$ cat src/rtl/lcd_text_feeder.sv
// Frame-buffer front end for the LCD controller: holds two 16-char lines and
// streams them as address commands plus packed 4-char words on refresh.
module lcd_text_feeder #(
  parameter int ACK_TIMEOUT  = 4,
  parameter bit AUTO_REFRESH = 1'b0
) (
  input  logic        clk,
  input  logic        rst,
  input  logic        wr_en,
  input  logic [4:0]  wr_addr,
  input  logic [7:0]  wr_char,
  input  logic        refresh_req,
  output logic        busy,
  output logic        done,
  input  logic        LCD_Available,
  output logic [31:0] data,
  output logic        selectCD,
  output logic        enableWriting
);

  localparam int CW = $clog2(ACK_TIMEOUT + 1);

  typedef enum logic [2:0] {IDLE, LOAD, ISSUE, WAIT_ACK, WAIT_DONE, NEXT} state_t;

  state_t          state_q, state_d;
  logic [7:0]      buf_q [32];
  logic [7:0]      buf_d [32];
  logic [3:0]      step_q, step_d;
  logic [CW-1:0]   cnt_q, cnt_d;
  logic [31:0]     data_q, data_d;
  logic            sel_q, sel_d;
  logic            busy_q, busy_d;
  logic            done_q, done_d;
  logic            pending_q, pending_d;

  logic [3:0]      nstep;
  logic [2:0]      k;
  logic [4:0]      base;
  logic [31:0]     word;
  logic            word_cmd;
  logic            load;

  always_comb begin
    buf_d = buf_q;
    if (wr_en) buf_d[wr_addr] = wr_char;

    // Word for the step about to be loaded; read through buf_d so a write on
    // the loading edge is already visible.
    nstep    = (state_q == IDLE) ? 4'd0 : step_q + 4'd1;
    k        = (nstep < 4'd5) ? 3'(nstep - 4'd1) : 3'(nstep - 4'd2);
    base     = {k[1:0] == 2'b00 && 1'b0 ? 3'd0 : k, 2'b00};
    word_cmd = 1'b0;
    word     = {buf_d[base], buf_d[base + 5'd1], buf_d[base + 5'd2], buf_d[base + 5'd3]};
    if (nstep == 4'd0) begin
      word_cmd = 1'b1;
      word     = 32'h0000_0080;
    end else if (nstep == 4'd5) begin
      word_cmd = 1'b1;
      word     = 32'h0000_00C0;
    end

    state_d   = state_q;
    step_d    = step_q;
    cnt_d     = cnt_q;
    data_d    = data_q;
    sel_d     = sel_q;
    busy_d    = busy_q;
    done_d    = 1'b0;
    pending_d = pending_q;
    load      = 1'b0;

    case (state_q)
      IDLE: if (pending_q) begin
        state_d   = LOAD;
        step_d    = 4'd0;
        busy_d    = 1'b1;
        pending_d = 1'b0;
        load      = 1'b1;
      end
      LOAD: if (LCD_Available) state_d = ISSUE;
      ISSUE: begin
        cnt_d   = '0;
        state_d = WAIT_ACK;
      end
      WAIT_ACK: begin
        if (!LCD_Available) begin
          state_d = WAIT_DONE;
        end else begin
          // Controller never dropped its ready flag: assume it took the write.
          cnt_d = cnt_q + 1'b1;
          if (cnt_d == CW'(ACK_TIMEOUT)) state_d = WAIT_DONE;
        end
      end
      WAIT_DONE: if (LCD_Available) state_d = NEXT;
      NEXT: begin
        if (step_q == 4'd9) begin
          done_d  = 1'b1;
          busy_d  = 1'b0;
          state_d = IDLE;
        end else begin
          step_d  = step_q + 4'd1;
          state_d = LOAD;
          load    = 1'b1;
        end
      end
      default: state_d = IDLE;
    endcase

    if (load) begin
      data_d = word;
      sel_d  = !word_cmd;
    end

    // A new request wins over the launch clear so it buys one more refresh.
    if (refresh_req || (AUTO_REFRESH && wr_en)) pending_d = 1'b1;
  end

  always_ff @(posedge clk) begin
    if (!rst) begin
      state_q   <= IDLE;
      for (int i = 0; i < 32; i++) buf_q[i] <= 8'h20;
      step_q    <= '0;
      cnt_q     <= '0;
      data_q    <= '0;
      sel_q     <= 1'b1;
      busy_q    <= 1'b0;
      done_q    <= 1'b0;
      pending_q <= 1'b0;
    end else begin
      state_q   <= state_d;
      buf_q     <= buf_d;
      step_q    <= step_d;
      cnt_q     <= cnt_d;
      data_q    <= data_d;
      sel_q     <= sel_d;
      busy_q    <= busy_d;
      done_q    <= done_d;
      pending_q <= pending_d;
    end
  end

  assign data          = data_q;
  assign selectCD      = sel_q;
  assign enableWriting = (state_q == ISSUE);
  assign busy          = busy_q;
  assign done          = done_q;

endmodule
$ cat config.mk
export PLATFORM = sky130hd
export DESIGN_NAME = lcd_text_feeder
export DESIGN_NICKNAME = d
export VERILOG_FILES = /design/src/rtl/lcd_text_feeder.sv
export SDC_FILE = /design/constraint.sdc
export NUM_CORES = 1
export LEC_CHECK = 0
export CAP_MARGIN = 20
export CELL_PAD_IN_SITES_DETAIL_PLACEMENT = 1
export CELL_PAD_IN_SITES_GLOBAL_PLACEMENT = 1
export CORE_ASPECT_RATIO = 1.2
export CORE_MARGIN = 2
export CORE_UTILIZATION = 35
export DETAILED_ROUTE_END_ITERATION = 8
export PLACE_DENSITY_LB_ADDON = 0.1
export SKIP_CTS_REPAIR_TIMING = 1
export SLEW_MARGIN = 5
export SYNTH_ARGS = -nofsm -noshare
export SYNTH_HDL_FRONTEND = slang
export SYNTH_SLANG_ARGS = --single-unit
$ cat constraint.sdc
create_clock -name clk -period 7.58 [get_ports clk]
set_clock_uncertainty 0.05 [all_clocks]
set_input_delay 0.758 -clock clk [delete_from_list [all_inputs] [get_ports clk]]
set_output_delay 0.758 -clock clk [all_outputs]
set_load 0.005 [all_outputs]
==> metrics.log <==
INFO  metric synth.top_cell.area_share = 42.4%
INFO  metric mostFrequentLayoutCells = 594 x sky130_fd_sc_hd__nand2_1, 302 x sky130_fd_sc_hd__dfxtp_1, 263 x sky130_fd_sc_hd__a21oi_1
INFO  metric reg2reg_slack = 2.85 ns
INFO  metric most_common_library_cell_in_the_layout_ignoring_fill_and_taps = sky130_fd_sc_hd__nand2_1
INFO  metric drv.max_cap_violation_count = 0
INFO  metric finalCoreUtilization = 39.9%
INFO  metric worstPathArrival = 5.12 ns
INFO  metric initial_utilization = 35.3%
INFO  metric outcome = finished clean
INFO  metric number_of_placement_rows = 81
INFO  metric synth_largest_area_cell = sky130_fd_sc_hd__dfxtp_1
INFO  metric worstSkewPairLatency = 0.55 ns
INFO  metric ys_top_cells_by_area = sky130_fd_sc_hd__dfxtp_1 42%, sky130_fd_sc_hd__nand2_1 16%, sky130_fd_sc_hd__a21oi_1 9.2%
INFO  metric fraction_of_final_layout_cells_with_drive_strength_greater_than_1 = 6.80%
INFO  metric rsz0062_at_grt = false
INFO  metric synth_cell_types = 80
INFO  metric placement.setup.worst_slack = 2.89 ns
INFO  metric drt-vias-per-instance = 5.71
INFO  metric total_leakage_power = 0.00532 µW
INFO  metric vdd_drop_max = 222 µV
INFO  metric port_buffers = 53
INFO  metric first_iter_violations = 807
INFO  metric antenna_cells_inserted = 0
INFO  metric ys_seq_area_share = 42.4%
INFO  metric largest_net_degree_at_the_start_of_global_routing = 92
INFO  metric synth.ff_latch_count = 302
INFO  metric crit_start = state_q[0]$_SDFFE_PN0P_
INFO  metric setup_slack = 2.85 ns
INFO  metric syn-mean-instance-area = 7.36 µm²
INFO  metric core-area = 40400 µm²
INFO  metric cp-end-kind = flip-flop
INFO  metric timing_worst_slew_pin_value = 1.12 ns
INFO  metric timing.rr.start = state_q[0]$_SDFFE_PN0P_
INFO  metric hold-path-cell-count = 2
INFO  metric critical_path_class = reg2reg
INFO  metric dp.final_hpwl = 34800 µm
INFO  metric regToRegEndpoint = data[14]$_SDFFE_PN0P_
INFO  metric grt_remaining_overflow = 0
INFO  metric synth_enable_flop_cells = 0
INFO  metric worstHoldPathType = reg2reg
INFO  metric grtUsageTotal = 26.0%
INFO  metric syn_inst = 1938
INFO  metric timing.final.max_slew_violations = 0
INFO  metric r2r_cells = 12
INFO  metric synth_flop_cell = sky130_fd_sc_hd__dfxtp_1
INFO  metric nets_in_the_synthesized_netlist = 1963
INFO  metric finalSetupViolCount = 0
INFO  metric finalSetupTns = 0 ns
INFO  metric routabilityCongestion = 0.801
INFO  metric power = 5390 µW
INFO  metric ctsLongestPathBuffers = 3
INFO  metric timing.max_slew.rel_slack = 25.5%
INFO  metric hold_end = data[29]$_SDFFE_PN0P_
INFO  metric min_from = data[29]$_SDFFE_PN0P_
INFO  metric finalCritPeriodShare = 62.4%
INFO  metric min_cycle_time_layout = 4.73 ns
INFO  metric powerDensity = 334 nW/µm²
INFO  metric tritoncts = built
INFO  metric remaining_design_rule_violation_count = 0
INFO  metric area_growth = 13.2%
INFO  metric detail_route.wl_per_cell = 22.4 µm
INFO  metric detailed_route_wire_length = 55300 µm
INFO  metric netlist_area = 14300 µm²
INFO  metric chipWidth = 188 µm
INFO  metric grt_pass1_vias = 14200
INFO  metric cts.root.buffer_cell = sky130_fd_sc_hd__clkbuf_16
INFO  metric hold_viol_final = 0
INFO  metric clkSinkCount = 302
INFO  metric clock.fmax = 0.211 GHz
INFO  metric dieArea = 42400 µm²
INFO  metric detailedRoute.firstPassIterationCount = 7
INFO  metric tritoncts.num_buffers = 36
INFO  metric die_extent_in_y = 225 µm
INFO  metric worst_setup_path_start_kind = flip-flop
INFO  metric clock_tree.htree_level_count = 2
INFO  metric grt_antenna_before_repair = 0
INFO  metric drtAntennaViolNets = 0
INFO  metric clkSlewWorstSetupHoldPaths = 0.06 ns
INFO  metric top_level_ports = 54
INFO  metric via_count = 14100
INFO  metric yosysWarnings = 0
INFO  metric cp_max_fo = 55
INFO  metric design.final.nets = 1929
INFO  metric ys_async_sr_fraction = 0%
INFO  metric grt_pass1_wl = 86200 µm
INFO  metric critical_path_required = 7.97 ns
==> area by class of cell <==
class,instances,area [µm²]
clock buffers,54,1070
clock inverters,6,41.3
fillers,4949,24300
inverters,8,35.0
multi-input cells,1471,7540
flip-flops and latches,302,6050
well taps,539,674
repair buffers,85,729
==> worst max-delay path: stages, from the launching register on <==
cell and delay, ns:
sky130_fd_sc_hd__dfxtp_1 0.44, sky130_fd_sc_hd__or3_1 0.59, sky130_fd_sc_hd__nand2b_1 0.21, sky130_fd_sc_hd__ha_1 0.37, sky130_fd_sc_hd__inv_1 0.21, sky130_fd_sc_hd__a21oi_1 0.34, sky130_fd_sc_hd__o211a_4 0.75, sky130_fd_sc_hd__buf_4 0.47
sky130_fd_sc_hd__mux2i_2 0.45, sky130_fd_sc_hd__mux2i_1 0.18, sky130_fd_sc_hd__o22ai_1 0.18, sky130_fd_sc_hd__nand2_1 0.08, sky130_fd_sc_hd__a32o_1 0.26
==> synth_stat cells (4+ instances only) <==
cell type	count
sky130_fd_sc_hd__a21oi_1	263
sky130_fd_sc_hd__a221o_1	12
sky130_fd_sc_hd__a221oi_1	9
sky130_fd_sc_hd__a22oi_1	10
sky130_fd_sc_hd__a31oi_1	17
sky130_fd_sc_hd__a32o_1	13
sky130_fd_sc_hd__a32oi_1	9
sky130_fd_sc_hd__and3_1	5
sky130_fd_sc_hd__buf_2	28
sky130_fd_sc_hd__buf_6	7
sky130_fd_sc_hd__clkbuf_1	118
sky130_fd_sc_hd__dfxtp_1	302
sky130_fd_sc_hd__ha_1	7
sky130_fd_sc_hd__inv_1	7
sky130_fd_sc_hd__mux2i_1	12
sky130_fd_sc_hd__nand2_1	594
sky130_fd_sc_hd__nand2b_1	6
sky130_fd_sc_hd__nand3_1	34
sky130_fd_sc_hd__nand4_1	6
sky130_fd_sc_hd__nor2_1	137
sky130_fd_sc_hd__nor3_1	79
sky130_fd_sc_hd__o21ai_0	58
sky130_fd_sc_hd__o21ai_1	9
sky130_fd_sc_hd__o221ai_1	13
sky130_fd_sc_hd__o22ai_1	24
sky130_fd_sc_hd__o311ai_0	25
sky130_fd_sc_hd__o311ai_1	13
sky130_fd_sc_hd__o31ai_1	4
sky130_fd_sc_hd__or2_2	6
sky130_fd_sc_hd__or3_1	32
==> routing by layer <==
layer  track usage (%)  wire (µm)  up-vias
met4              6.73       1180        0
met2              46.0      26900      291
met3              3.27       2350       74
met5                 0          0        -
met1              33.5      24900     7031
li1                  -          -     6673
==> power breakdown <==
part	internal (µW)	switching [µW]	total (µW)
logic	631	1390	2020
clock network	972	713	1690
registers	1630	50.2	1680
total	3240	2150	5390
==> per-stage QoR <==
stage,cells,instance area (µm²),hold WS (ns)
floorplan,1938,14300,0.378
global placement,2401,15000,0.387
detailed placement,2402,15000,0.394
CTS,2462,16100,0.402
global route,2465,16100,0.422
finish,2465,16100,0.400
==> worst max-delay path by stage <==
stage,to,slack [ns],depth (start not counted)
6_report,data[14]$_SDFFE_PN0P_,2.85,12
5_1_grt,data[14]$_SDFFE_PN0P_,2.55,12
4_1_cts,data[14]$_SDFFE_PN0P_,2.89,12
3_5_place_dp,data[14]$_SDFFE_PN0P_,2.89,12
3_3_place_gp,data[14]$_SDFFE_PN0P_,2.97,12
2_1_floorplan,data[24]$_SDFFE_PN0P_,4.31,13
==> logic make-up (layout without fill, tap and decap cells) <==
| family | after synthesis | in the layout | synth area share, % |
|---|---|---|---|
| AND/OR/NAND/NOR | 921 | 921 | 26.9 |
| adder cells (fa/ha/maj) | 7 | 7 | 0.614 |
| XOR/XNOR | 5 | 5 | 0.544 |
| flip-flops | 302 | 302 | 42.4 |
| AO/OA/AOI/OAI | 518 | 518 | 22.9 |
| multiplexers | 20 | 20 | 1.68 |
| buffers and inverters | 165 | 153 | 4.97 |
==> registers in the layout (all words and copies together) (netlist names) <==
| register | count |
|---|---|
| done | 1 |
| buf_q | 256 |
| state_q | 3 |
| selectCD | 1 |
| pending_q | 1 |
| busy | 1 |
| step_q | 4 |
| data | 32 |
| cnt_q | 3 |
Note: power is estimated with default switching activity, not from simulation.
